--- src/rtl/pwm_capture_if.sv ---
// Control and result bundle between a PWM capture block and its consumer.
// The master drives restart and the pin; the slave returns the measurements.
`timescale 1ns/1ps

interface pwm_capture_if #(
   parameter int CNT_WIDTH = 16
);
   logic                 i_clr;
   logic                 i_pwm_in;
   logic [CNT_WIDTH-1:0] o_period;
   logic [CNT_WIDTH-1:0] o_high_time;
   logic                 o_valid;
   logic                 o_overflow;

   modport master (
      output i_clr,
      output i_pwm_in,
      input  o_period,
      input  o_high_time,
      input  o_valid,
      input  o_overflow
   );

   modport slave (
      input  i_clr,
      input  i_pwm_in,
      output o_period,
      output o_high_time,
      output o_valid,
      output o_overflow
   );
endinterface

--- src/rtl/pwm_capture.sv ---
// PWM input capture: reports period and high time once per PWM cycle, in clk cycles.
// Define PWM_CAPTURE_FILTER_EN to add a 3-sample glitch filter after the synchronizer.
`timescale 1ns/1ps

module pwm_capture #(
   parameter int CNT_WIDTH   = 16,
   parameter int SYNC_STAGES = 2
) (
   input  logic         clk,
   input  logic         reset,
   pwm_capture_if.slave bus
);

   localparam logic [CNT_WIDTH-1:0] CNT_MAX = '1;
   localparam logic [CNT_WIDTH-1:0] CNT_ONE = {{(CNT_WIDTH-1){1'b0}}, 1'b1};

`ifdef PWM_CAPTURE_FILTER_EN
   localparam int FILL_DEPTH = SYNC_STAGES + 3;
`else
   localparam int FILL_DEPTH = SYNC_STAGES + 1;
`endif

   typedef enum logic [1:0] {
      IDLE,
      ARMED,
      HIGH,
      LOW
   } captureState_t;

   captureState_t          r_state;
   logic [SYNC_STAGES-1:0] r_sync;
   logic                   w_syncOut;
   logic                   r_s;
   logic                   r_sPrev;
   logic                   r_rise;
   logic                   r_fall;
   logic [FILL_DEPTH-1:0]  r_fill;
   logic [CNT_WIDTH-1:0]   r_count;
   logic [CNT_WIDTH-1:0]   r_highTmp;
   logic [CNT_WIDTH-1:0]   r_period;
   logic [CNT_WIDTH-1:0]   r_highTime;
   logic                   r_valid;
   logic                   r_overflow;

   assign w_syncOut = r_sync[SYNC_STAGES-1];

   // r_fill tracks when the pipeline holds real pin history instead of reset zeros,
   // so a pin that is already high at reset release is never mistaken for low.
   always_ff @(posedge clk or posedge reset) begin
      if (reset) begin
         r_sync  <= '0;
         r_sPrev <= 1'b0;
         r_rise  <= 1'b0;
         r_fall  <= 1'b0;
         r_fill  <= '0;
      end else begin
         r_sync  <= {r_sync[SYNC_STAGES-2:0], bus.i_pwm_in};
         r_sPrev <= r_s;
         r_rise  <= r_s & ~r_sPrev;
         r_fall  <= ~r_s & r_sPrev;
         r_fill  <= {r_fill[FILL_DEPTH-2:0], 1'b1};
      end
   end

`ifdef PWM_CAPTURE_FILTER_EN
   logic [1:0] r_hist;

   always_ff @(posedge clk or posedge reset) begin
      if (reset) begin
         r_hist <= '0;
         r_s    <= 1'b0;
      end else begin
         r_hist <= {r_hist[0], w_syncOut};
         if ((w_syncOut == r_hist[0]) && (w_syncOut == r_hist[1])) begin
            r_s <= w_syncOut;
         end
      end
   end
`else
   always_ff @(posedge clk or posedge reset) begin
      if (reset) begin
         r_s <= 1'b0;
      end else begin
         r_s <= w_syncOut;
      end
   end
`endif

   // Counter restarts at 0 on each accepted rise, so an edge seen with count N means N+1 cycles.
   // Reaching CNT_MAX means the next edge could not be represented, hence saturation wins.
   always_ff @(posedge clk or posedge reset) begin
      if (reset) begin
         r_state    <= IDLE;
         r_count    <= '0;
         r_highTmp  <= '0;
         r_period   <= '0;
         r_highTime <= '0;
         r_valid    <= 1'b0;
         r_overflow <= 1'b0;
      end else begin
         r_valid <= 1'b0;
         if (bus.i_clr) begin
            r_state    <= IDLE;
            r_count    <= '0;
            r_highTmp  <= '0;
            r_period   <= '0;
            r_highTime <= '0;
            r_overflow <= 1'b0;
         end else begin
            case (r_state)
               IDLE: begin
                  if (r_fill[FILL_DEPTH-1] && !r_s) begin
                     r_state <= ARMED;
                  end
               end
               ARMED: begin
                  if (r_rise) begin
                     r_count <= '0;
                     r_state <= HIGH;
                  end
               end
               HIGH: begin
                  if (r_count == CNT_MAX) begin
                     r_overflow <= 1'b1;
                     r_count    <= '0;
                     r_state    <= IDLE;
                  end else begin
                     r_count <= r_count + CNT_ONE;
                     if (r_fall) begin
                        r_highTmp <= r_count + CNT_ONE;
                        r_state   <= LOW;
                     end
                  end
               end
               LOW: begin
                  if (r_count == CNT_MAX) begin
                     r_overflow <= 1'b1;
                     r_count    <= '0;
                     r_state    <= IDLE;
                  end else if (r_rise) begin
                     r_period   <= r_count + CNT_ONE;
                     r_highTime <= r_highTmp;
                     r_valid    <= 1'b1;
                     r_count    <= '0;
                     r_state    <= HIGH;
                  end else begin
                     r_count <= r_count + CNT_ONE;
                  end
               end
               default: r_state <= IDLE;
            endcase
         end
      end
   end

   assign bus.o_period    = r_period;
   assign bus.o_high_time = r_highTime;
   assign bus.o_valid     = r_valid;
   assign bus.o_overflow  = r_overflow;

endmodule

--- src/flat_wrapper.sv ---
// flat-port wrapper written by rule: the top's interface ports become plain ports
module pwm_capture_flat 
#(
   parameter int CNT_WIDTH   = 16,
   parameter int SYNC_STAGES = 2
)
  (clk, reset, bus_i_clr, bus_i_pwm_in, bus_o_period, bus_o_high_time, bus_o_valid, bus_o_overflow);
  pwm_capture_if #(.CNT_WIDTH(CNT_WIDTH)) bus_i ();
  input  logic clk;
  input  logic reset;
  input wire logic [$bits(bus_i.i_clr)-1:0] bus_i_clr;
  input wire logic [$bits(bus_i.i_pwm_in)-1:0] bus_i_pwm_in;
  output wire logic [$bits(bus_i.o_period)-1:0] bus_o_period;
  output wire logic [$bits(bus_i.o_high_time)-1:0] bus_o_high_time;
  output wire logic [$bits(bus_i.o_valid)-1:0] bus_o_valid;
  output wire logic [$bits(bus_i.o_overflow)-1:0] bus_o_overflow;
  assign bus_i.i_clr = bus_i_clr;
  assign bus_i.i_pwm_in = bus_i_pwm_in;
  assign bus_o_period = bus_i.o_period;
  assign bus_o_high_time = bus_i.o_high_time;
  assign bus_o_valid = bus_i.o_valid;
  assign bus_o_overflow = bus_i.o_overflow;
  pwm_capture #(.CNT_WIDTH(CNT_WIDTH), .SYNC_STAGES(SYNC_STAGES)) u_core (.clk(clk), .reset(reset), .bus(bus_i));
endmodule
--- config.mk ---
export PLATFORM = sky130hd
export DESIGN_NAME = pwm_capture_flat
export DESIGN_NICKNAME = d
export VERILOG_FILES = /design/src/rtl/pwm_capture_if.sv /design/src/rtl/pwm_capture.sv /design/src/flat_wrapper.sv
export SDC_FILE = /design/constraint.sdc
export NUM_CORES = 1
export LEC_CHECK = 0
export BUFFER_PORTS_ARGS = -buffer_cell sky130_fd_sc_hd__buf_4
export CORE_MARGIN = 2
export CORE_UTILIZATION = 52
export DETAILED_ROUTE_END_ITERATION = 10
export GPL_ROUTABILITY_DRIVEN = 0
export GPL_TIMING_DRIVEN = 0
export PLACE_DENSITY = 0.77
export SLEW_MARGIN = 30
export SYNTH_ARGS = -nofsm -noshare
export SYNTH_HDL_FRONTEND = slang
export SYNTH_SLANG_ARGS = --single-unit
export TNS_END_PERCENT = 50
--- constraint.sdc ---
create_clock -name clk -period 2 [get_ports clk]
set_input_delay 0 -clock clk [delete_from_list [all_inputs] [get_ports clk]]
set_output_delay 0 -clock clk [all_outputs]
set_load 0.02 [all_outputs]
Yosys cells after proc, flatten, opt, wreduce, memory -nomap -nowiden
Cells that the tools add are included.

cells by class
  bitwise logic cells = 4
  add/sub/neg operators = 1
  eq/ne operators = 8
  reduce and logical (&&, ||, !) cells = 16
  multiplexer cells = 32

operators by type and width
  kind                     number
  $mux W16                 17
  $pmux W16 S3             1
  $add A16 B1 Y16 const B  1
  $eq A16 B16 Y1 const B   1
  $mux W2                  6
  $reduce_bool A2 Y1       6
  $pmux W2 S4              1
  $mux W1                  7
  $ne A3 B2 Y1 const B     2
  $reduce_and A2 Y1        3
  $reduce_and A3 Y1        2
  $eq A2 B2 Y1 const B     2
  $ne A4 B2 Y1 const B     1
  $reduce_bool A4 Y1       1
  $and A1 B1 Y1            2
  $eq A2 B1 Y1 const B     1
  $logic_not A2 Y1         1
  $ne A2 B2 Y1 const B     1
  $not A1 Y1               2
  $reduce_or A2 Y1         1
  $logic_and A1 B1 Y1      1
  $logic_not A1 Y1         1

word-level totals
  bits of input ports = 4
  flip-flop bits (word level) = 77

Depth between registers and ports, before layout
  word-level depth = 5
  depth in mapped cells = 7
  depth with buffers taken out = 5

Worst setup path before layout
Ideal clock, no wire load.

  path kind = register to register
  from = register u_core.r_count[0]
  to = register u_core.r_period[10] (netlist: u_core.bus.o_period[10])
  path slack = -8 ps
  library setup time = 125 ps
  required time = 1,875 ps
  arrival = 1,883 ps
  cell stages (with the launch flop) = 6
  clock period less this slack = 2,008 ps
  cells stage by stage = dfrtp_1 -> ha_1 -> nand3_2 -> o41a_1 -> a21oi_4 -> mux2_2

on the way
  word-level cells in the longest chain between the ends = 5
  elaborated cells on any way between the ends = 8
  those cells by class = add/sub: 1; eq/ne: 2; mux: 4; reduce/logical: 1

ends and longest elaborated chain
  item                    line                source
  start, declared         pwm_capture.sv:38   logic [CNT_WIDTH-1:0] r_count;
  start signal, assigned  pwm_capture.sv:128  r_count <= r_count + CNT_ONE;
  start signal, assigned  pwm_capture.sv:147  r_count <= r_count + CNT_ONE;
  $add A16 B1 Y16         pwm_capture.sv:141  r_period <= r_count + CNT_ONE;
  $mux W16                pwm_capture.sv:140  end else if (r_rise) begin
  $mux W16                pwm_capture.sv:136  if (r_count == CNT_MAX) begin
  $mux W16                pwm_capture.sv:110  case (r_state)
  $mux W16                pwm_capture.sv:102  if (bus.i_clr) begin
  end signal, assigned    pwm_capture.sv:141
  end, declared           pwm_capture.sv:40   logic [CNT_WIDTH-1:0] r_period;

Several ways; a longest one is shown, not always the timed one. The select of a mux whose other input is x is not followed.
A chain may end at the register's enable or synchronous reset.

Final worst setup path
  from = register u_core.r_count[1]
  to = register u_core.r_highTime[0] (netlist: u_core.bus.o_high_time[0])

on the way
  word-level cells in the longest chain between the ends = 3

ends and longest elaborated chain
  item                         line                source
  $eq A16 B16 Y1               pwm_capture.sv:136
  $ne A2 B2 Y1 (no line)       n/a
  $reduce_and A3 Y1 (no line)  n/a
  end signal, assigned         pwm_capture.sv:142  r_highTime <= r_highTmp;
  end, declared                pwm_capture.sv:41   logic [CNT_WIDTH-1:0] r_highTime;

Every way passes these cells.

==> results.toml <==
[run_status]
status = "complete, no violations"

[sta]
maxSlewHeadroom_pct = 60.2
setup_viol = 0
slew_violations = 0
worst_slack_ns = 0.0443
skew_ns = 0.0107
post-route-period-util_pct = 97.8
fin_crit_ns = 1.96
max_freq_mhz = 511
hold_viol = 0
fin_tns_setup_ns = 0
worstMarginPinSlew_ns = 0.597

[clocking]
htreeDepth = 3
cts_made_buffers = 9
clk_latency_ns = 0.35
cts_tree = "done"
cts_sinks = 77
cts-root-buf = "clkbuf_8"
cts.clk_slew.worst_paths_ns = 0.08
clock_path_buffers = 2

[worst_setup_path]
path_max_fanout = 11
path_buf_inv = 3
cp-start-kind = "register"
cp_top_family = "compound AO/OA/AOI/OAI gates"
slowest_delay_ns = 0.51
crit_type = "register to register"
critical-path-slowest-cell = "o41a_1"
critical_path_required_ns = 2.21
critPathArrivalTime_ns = 2.17
cp-end-kind = "register"
path_cells = "ha_4, nand3_4, o41a_1, buf_6, buf_8, clkbuf_16, nand3_1, a21oi_1"

[synth]
synth_edf_count = 0
synth-xor-area-share_pct = 3.25
synth_compound_area_share_pct = 17.6
synth_area_um2 = 3500
synthAdderAreaFrac_pct = 0.357
synth_cell_type_count = 42
syn_area_per_cell_um2 = 10.5
synthCells = 333
ys_ff_latch = 77
async_flop_share_pct = 100
ys_seq_area_share_pct = 55.0
synthFlopType = "dfrtp_1"
yosys.area_share.simple_pct = 15.9
synth_top_family_by_area = "compound AO/OA/AOI/OAI gates"
synth.area.top_cells = "dfrtp_1, a21oi_1, nand3_1"
synth_top_area_share_pct = 55.0
yosys_warnings = 0
synthMuxAreaShare_pct = 3.82
synth_top_area_cell = "dfrtp_1"
syn_nets = 338

[final_layout]
areaGrowthSynthToFinish_pct = 24.7
layout_common_cells = "dfrtp_1, buf_4, a21oi_1, o21ai_0, nand3_1"
drive_gt1_share_pct = 29.7
multi_input_area_um2 = 1520
seq_area_um2 = 1930
fin_area_um2 = 4370
n_fill_cell = 494
layout.nets = 408
n_antenna_cell = 0
final_common_cell = "dfrtp_1"

[routing]
wl_um = 8590
drc_errors = 0
via_per_inst = 6.06
drt_iter0_markers = 248
drtAntennaViolNets = 0
vias = 2938
wire_per_inst_um = 17.7
first_pass_iters = 4

[place]
place_hpwl_um = 5850
port_buffers = 37
pre_cts_slack_ns = -0.262
post_dp_cell_area_um2 = 3900

[global_routing]
gr-total-overflow = 0
track_usage_pct = 23.7
first_global_vias = 2692
antenna_found_initial = 0
grt_max_degree = 41
grt_first_pass_wirelength_um = 13600

[floorplan]
fp.dieH_um = 86.1
pin_count = 38
die_area_um2 = 7410
die_w_um = 86.1
fp-row-count = 29
core_um2 = 6420
start_util_pct = 54.6

[pwr]
p_switching_w = 0.000718
switching_share_pct = 25.7
leakage_nw = 1.85
ir_worst_vdd_v = 0.000604
total_power_w = 0.00280
internal_power_w = 0.00208
combPwrFrac_pct = 6.2
clockPowerShare_pct = 37.3
power_frac_seq_pct = 56.5
power-per-cell-area_nw_per_um2 = 640

[min_path]
hp-class = "primary input to register"

[run]
cap_violations = 0
[layer usage]
metal  track usage (%)  share of wire (%)  wire [um]  up-vias
li1                  -                  -          -     1364
met1              32.7                 43       3720     1457
met2              35.8                 48       4140      101
met3              5.49                6.4        553       16
met4              10.7                2.1        181        0
met5                 0                  0          0        -
[worst paths after layout]
path	from	to	slack, ns	depth (start not counted)
max in group asynchronous	reset	u_core.r_count[0]	1.17	4
min reg2reg	u_core.r_sync[1]	u_core.r_s	0.35	0
max	u_core.r_count[1]	u_core.bus.o_high_time[0]	0.04	8
min	bus_i_clr	u_core.r_highTmp[7]	0.1	3
max reg2reg	u_core.r_count[1]	u_core.bus.o_high_time[0]	0.04	8
min in group asynchronous	reset	u_core.bus.o_period[2]	0.24	3
[timing repair]
action,in CTS,in global routing
buffers inserted,5,14
cloned,0,1
hold buffers,2,0
pin swaps,4,5
gates resized for setup,10,22
setup endpoints to repair,59,53
hold endpoints to repair,40,0
[kinds of logic after synthesis]
| family | after synthesis |
|---|---|
| xor gates and xnor gates | 13 |
| and+or+nand+nor | 100 |
| adders and majority gates | 1 |
| buffers and inverters | 27 |
| AOI/OAI and AO/OA | 102 |
| muxes | 12 |
| DFF | 77 |
| other | 1 |
[synthesized netlist by cell type (all sizes together), types with 2 or more instances]
| library cell | count |
|---|---|
| o31ai | 2 |
| mux2 | 11 |
| a21oi | 52 |
| nand2b | 2 |
| nand2 | 11 |
| nor4 | 3 |
| o21ai | 25 |
| xor2 | 6 |
| nor3 | 15 |
| buf | 11 |
| a22o | 5 |
| xnor2 | 7 |
| a211oi | 15 |
| clkbuf | 14 |
| nand4 | 6 |
| or3 | 3 |
| nor2b | 6 |
| nand3 | 26 |
| nor2 | 15 |
| or4 | 7 |
| dfrtp | 77 |
| and4 | 3 |
[worst register-to-register path, delay by kind of cell (launching register included)]
kind | cells | cell delay (ns)
AND/OR/NAND/NOR | 2 | 0.21
adder cells (fa/ha/maj) | 1 | 0.17
AO/OA/AOI/OAI | 2 | 0.58
buffers and inverters | 3 | 0.47
flip-flops | 1 | 0.40
[stage by stage]
stage | utilization (%) | instances | hold slack, ns
after detailed placement | 60.7 | 448 | 0.0791
after global placement | 60.4 | 447 | 0.111
after global routing | 68.1 | 485 | 0.0975
after CTS | 64.8 | 471 | 0.0749
after floorplan | - | 333 | 0.0314
final | 68.1 | 485 | 0.0983
[flip-flops by register name, summed over array words and instances (netlist names), 2 cells and up]
signal,flops
u_core.r_count,16
u_core.r_highTmp,16
u_core.r_fill,3
u_core.bus.o_high_time,16
u_core.bus.o_period,16
u_core.r_sync,2
u_core.r_state,2
[power groups by stage]
stage                     combinational [W]  clock [W]  sequential, W
after floorplan                   0.0000995          0        0.00161
after global placement             0.000141          0        0.00161
after detailed placement           0.000149          0        0.00161
after CTS                          0.000157    0.00106        0.00158
after global routing               0.000191    0.00113        0.00158
final                              0.000173    0.00104        0.00158
[final cells by class]
cell class                      instances  area share (%)
Buffer                                 24            3.43
Clock buffer                            9            2.83
Clock inverter                          7            1.20
Inverter                                2           0.229
Multi-Input combinational cell        229            34.7
Sequential cell                        77            44.2
Tap cell                               77            2.20
Timing Repair Buffer                   60            11.2
(Power assumes the default switching activity.)
